### src/rtl/arbiter_pkg.sv
// rtl/arbiter_pkg.sv - shared FSM state type and default parameters for arbiter_v2
package arbiter_pkg;

  localparam int DefDeviceMaxNumber = 4;
  localparam int DefClockMaxTimout  = 12;
  localparam int DefAddrSetup       = 1;

  typedef enum logic [2:0] {
    StIdle    = 3'd0,
    StSetup   = 3'd1,
    StWait    = 3'd2,
    StStrobe  = 3'd3,
    StRelease = 3'd4
  } arbState_t;

endpackage

### src/rtl/rr_priority_encoder.sv
// rtl/rr_priority_encoder.sv - combinational round-robin pick starting after lastGrant
module rr_priority_encoder
  import arbiter_pkg::*;
#(
  parameter int DeviceMaxNumber = DefDeviceMaxNumber
) (
  input  logic [DeviceMaxNumber-1:0]         request,
  input  logic [$clog2(DeviceMaxNumber)-1:0] lastGrant,
  output logic [DeviceMaxNumber-1:0]         oneHot,
  output logic [$clog2(DeviceMaxNumber)-1:0] index,
  output logic                               valid
);

  localparam int IdxW = $clog2(DeviceMaxNumber);

  logic [IdxW:0]   sum;
  logic [IdxW-1:0] cand;

  // lastGrant < N and offset <= N, so a single subtraction implements the wrap
  always_comb begin
    oneHot = '0;
    index  = '0;
    valid  = 1'b0;
    sum    = '0;
    cand   = '0;
    for (int i = 1; i <= DeviceMaxNumber; i++) begin
      sum = {1'b0, lastGrant} + (IdxW+1)'(i);
      if (sum >= (IdxW+1)'(DeviceMaxNumber)) begin
        sum = sum - (IdxW+1)'(DeviceMaxNumber);
      end
      cand = sum[IdxW-1:0];
      if (!valid && request[cand]) begin
        valid        = 1'b1;
        index        = cand;
        oneHot[cand] = 1'b1;
      end
    end
  end

endmodule

### src/rtl/arbiter_v2.sv
// rtl/arbiter_v2.sv - round-robin bus arbiter with address timeout; ARBITER_V2_ERRCNT_EN adds err_count
module arbiter_v2
  import arbiter_pkg::*;
#(
  parameter int DeviceMaxNumber = DefDeviceMaxNumber,
  parameter int ClockMaxTimout  = DefClockMaxTimout,
  parameter int AddrSetup       = DefAddrSetup
) (
  input  logic                               clock,
  input  logic                               resetn,
  input  logic [DeviceMaxNumber-1:0]         barq,
  output logic [DeviceMaxNumber-1:0]         bagd,
  output logic [$clog2(DeviceMaxNumber)-1:0] grant_idx,
  output logic                               busy,
  output logic                               addressvalid,
  input  logic                               TargetReady,
  output logic                               DataStrobe,
  output logic                               Error
`ifdef ARBITER_V2_ERRCNT_EN
  ,
  output logic [15:0]                        err_count
`endif
);

  localparam int IdxW   = $clog2(DeviceMaxNumber);
  localparam int CntW   = $clog2(ClockMaxTimout + 1);
  localparam int SetupW = $clog2(AddrSetup + 1);

  arbState_t             state;
  logic [IdxW-1:0]       lastGrant;
  logic [CntW-1:0]       timeoutCnt;
  logic [SetupW-1:0]     setupCnt;
  logic [DeviceMaxNumber-1:0] pickOneHot;
  logic [IdxW-1:0]       pickIdx;
  logic                  pickValid;
  logic                  ownerReq;

  rr_priority_encoder #(.DeviceMaxNumber(DeviceMaxNumber)) uPick (
    .request   (barq),
    .lastGrant (lastGrant),
    .oneHot    (pickOneHot),
    .index     (pickIdx),
    .valid     (pickValid)
  );

  assign ownerReq = barq[grant_idx];

  always_ff @(posedge clock or negedge resetn) begin
    if (!resetn) begin
      state        <= StIdle;
      bagd         <= '0;
      grant_idx    <= '0;
      busy         <= 1'b0;
      addressvalid <= 1'b0;
      DataStrobe   <= 1'b0;
      Error        <= 1'b0;
      timeoutCnt   <= '0;
      setupCnt     <= '0;
      lastGrant    <= IdxW'(DeviceMaxNumber - 1);
    end else begin
      DataStrobe <= 1'b0;
      Error      <= 1'b0;
      case (state)
        StIdle: begin
          if (pickValid) begin
            state     <= StSetup;
            bagd      <= pickOneHot;
            grant_idx <= pickIdx;
            busy      <= 1'b1;
            setupCnt  <= '0;
          end
        end
        StSetup: begin
          if (!ownerReq) begin
            state <= StRelease;
            bagd  <= '0;
          end else if (setupCnt == SetupW'(AddrSetup - 1)) begin
            state        <= StWait;
            addressvalid <= 1'b1;
            timeoutCnt   <= '0;
          end else begin
            setupCnt <= setupCnt + 1'b1;
          end
        end
        StWait: begin
          // abort beats completion; a ready target beats a same-cycle timeout
          if (!ownerReq) begin
            state        <= StRelease;
            bagd         <= '0;
            addressvalid <= 1'b0;
          end else if (TargetReady) begin
            state        <= StStrobe;
            DataStrobe   <= 1'b1;
            addressvalid <= 1'b0;
          end else if (timeoutCnt == CntW'(ClockMaxTimout - 1)) begin
            state        <= StStrobe;
            DataStrobe   <= 1'b1;
            Error        <= 1'b1;
            addressvalid <= 1'b0;
          end else begin
            timeoutCnt <= timeoutCnt + 1'b1;
          end
        end
        StStrobe: begin
          state <= StRelease;
          bagd  <= '0;
        end
        StRelease: begin
          state      <= StIdle;
          busy       <= 1'b0;
          lastGrant  <= grant_idx;
          timeoutCnt <= '0;
        end
        default: begin
          state        <= StIdle;
          bagd         <= '0;
          busy         <= 1'b0;
          addressvalid <= 1'b0;
        end
      endcase
    end
  end

`ifdef ARBITER_V2_ERRCNT_EN
  always_ff @(posedge clock or negedge resetn) begin
    if (!resetn) begin
      err_count <= '0;
    end else if (Error && (err_count != 16'hFFFF)) begin
      err_count <= err_count + 16'd1;
    end
  end
`endif

endmodule
### config.mk
export PLATFORM = sky130hd
export DESIGN_NAME = arbiter_v2
export DESIGN_NICKNAME = d
export VERILOG_FILES = /design/src/rtl/arbiter_pkg.sv /design/src/rtl/rr_priority_encoder.sv /design/src/rtl/arbiter_v2.sv
export SDC_FILE = /design/constraint.sdc
export NUM_CORES = 1
export LEC_CHECK = 0
export CAP_MARGIN = 0
export CORE_AREA = 2 2 55 57
export DETAILED_ROUTE_END_ITERATION = 12
export DIE_AREA = 0 0 57 59
export DONT_BUFFER_PORTS = 1
export PLACE_DENSITY = 0.62
export SLEW_MARGIN = 40
export SYNTH_ARGS = -nofsm -noshare
export SYNTH_HDL_FRONTEND = slang
export SYNTH_SLANG_ARGS = --single-unit
export TNS_END_PERCENT = 20
### constraint.sdc
create_clock -name clock -period 6.85 [get_ports clock]
set_input_delay 1.37 -clock clock [delete_from_list [all_inputs] [get_ports clock]]
set_output_delay 1.37 -clock clock [all_outputs]
set_load 0.005 [all_outputs]
==> out/metrics.csv <==
metric,value,unit
Starting Density,49.35,%
vias per cell,6.266,
area post-placement,0.001321,sq mm
max cap viols,0,
Routed WL per cell,16.46,um
Finished Layout Cells,158,
status,"complete, no violations",
"most common cell after layout, fill and taps aside",dfrtp_1,
"Req. time, crit path",7010,ps
Placer Congestion,0.8134,
design area,0.001348,sq mm
gr ovfl total,0,
Post-synth top flop,dfrtp_1,
PwrDens,449.6,mW/mm^2
Peak supply drop,0.1956,mV
hold_buf cts,0,
initial antenna violation count,0,
Lkg Pwr,0.5748,nW
Total GRT Usage,17.32,%
Root Buffer,clkbuf_4,
worst setup path class,reg2reg,
count of cell types in the netlist,41,
"Clk Latency, worst-skew pair",280,ps
hold depth,2,
Ant. Diodes,0,
syn nets,145,
Synth async-reset ratio,100.0,%
TritonCTS clock tree,built,
CTS-repair resized insts,0,
most frequent cells in the layout,"17 x dfrtp_1, 11 x nor2_1, 9 x o21ai_0, 9 x ha_1, 8 x inv_1",
Hold WC Path Type,reg2reg,
final WL,2.600,mm
DR iter-0 viols,54,
Area Overhead vs Synth,0.7482,%
synthesized instance count,129,
synthesized cell area,0.001338,sq mm
# IOs,17,
die width,57,um
global-route wire length before repair,4.602,mm
H-tree Lvls,1,
critical path endpoint category,flop,
nets@finish,144,
Yosys warnings,0,
number of port buffers,0,
dpl hpwl,1.954,mm
critical path arrival,3250,ps
Setup TNS,0,ps
Post-synth EDFFs,0,
Layout Skew,1.465,ps
Bufs on Longest Clock Path,2,
Clock transition at path regs,100,ps
final period utilization,45.13,%
RSZ-0062 raised after global routing,no,
core area,0.002710,sq mm
postcts setup bufs,0,
Final Hold Viols,0,
number of detailed-route iterations in the first pass,4,
vias in the first global route,1013,
Placed Instances,154,
total power,0.6058,mW
Max transition margin,71.90,%
clock sink count,19,
Die ar.,0.003363,sq mm
# setup viols final,0,
fmax,323.5,MHz
"antenna viol nets, final",0,
startpoint types,flop,
post-synthesis sequential area ratio,35.73,%
Final Max Slew Viols,0,
WHS,524.0,ps
largest net degree at the start of global routing,20,
crit-path max FO,12,
Row Count,19,
worst-margin pin slew,421.5,ps
Die Height,59,um
"Avg Cell Area, Syn",10.37,sq um
"Min Clock Period, post-route",3091,ps
TritonCTS Buffers,3,
fraction of layout cells with a size suffix above 1,10.24,%
R2R cell count,6,
register bit total from synthesis,19,
Remaining DRCs,0,
total number of vias,990,
-- through the flow --
step	utilization (%)	setup slack, ps
after floorplan	-	4140
after global placement	48.75	3891
after detailed placement	48.75	3770
after CTS	49.72	3732
after global routing	49.72	3491
final	49.72	3759
-- cell usage after synthesis (2+ instances only) --
cell type	instances	area, sq um
ha_1	9	112.6
a21boi_0	3	22.52
mux4_1	2	52.55
a221o_1	4	40.04
o2bb2ai_1	4	35.03
nor3_1	3	15.01
mux4_2	3	67.56
nand3_1	3	15.01
and2b_1	2	15.01
or3_1	2	12.51
o32ai_1	2	17.52
a22oi_1	4	30.03
buf_6	3	33.78
inv_1	8	30.03
nor2_1	11	41.29
clkbuf_1	2	7.510
dfrtp_1	17	425.4
dfstp_2	2	52.55
o21ai_0	9	45.04
a21oi_1	2	10.01
nand2_1	5	18.77
mux2i_1	3	30.03
a221oi_1	2	17.52
nand2b_1	6	37.54
a31oi_1	2	12.51
-- layer usage --
metal	share of wire, %	up-vias	global-route usage [%]
li1	-	476	-
met1	45	487	21.66
met2	50	21	30.87
met3	4.3	6	2.620
met4	0.85	0	5.648
met5	0	-	0
-- registers in the layout, summed over array words and instances, names as in the netlist --
signal / count
bagd: 4
grant_idx: 2
busy: 1
Error: 1
state: 3
DataStrobe: 1
lastGrant: 2
timeoutCnt: 4
addressvalid: 1
-- cell type report --
class,instances,area [sq um]
clock buffers,4,26.28
inverters,8,30.03
fillers,253,1363
multi-input cells,96,774.5
flip-flops and latches,19,478.0
well taps,31,38.79
-- kinds of logic (layout without fill, tap and decap cells) --
family | Yosys count | after routing | share of synthesized area, %
xor gates and xnor gates | 1 | 1 | 0.6549
and+or+nand+nor | 40 | 40 | 16.56
DFF | 19 | 19 | 35.73
adders and majority gates | 9 | 9 | 8.419
AOI/OAI and AO/OA | 38 | 38 | 21.05
muxes | 8 | 8 | 11.23
buffers and inverters | 14 | 12 | 6.361
-- path summary, 6_finish.rpt --
check / to / slack (ps) / start
setup / recovery: busy / 3760 / lastGrant[0]
hold / removal: timeoutCnt[1] / 520 / timeoutCnt[1]
setup reg to reg: busy / 3760 / lastGrant[0]
hold reg to reg: timeoutCnt[1] / 520 / timeoutCnt[1]
max in group asynchronous: lastGrant[0] / 5910 / resetn
min in group asynchronous: addressvalid / 770 / resetn
-- critical path, stage by stage, from the launching register on --
cell	delay (ps)
dfstp_2	710
inv_1	200
ha_1	440
mux4_1	790
nor4_2	380
or2b_1	310
o21ai_0	140
-- power breakdown --
group | total [mW] | switching, mW | internal (mW)
combinational | 0.337 | 0.183 | 0.155
sequential | 0.215 | 0.0603 | 0.155
clock | 0.0539 | 0.0313 | 0.0226
No activity file was read; power rests on OpenSTA's default activity.
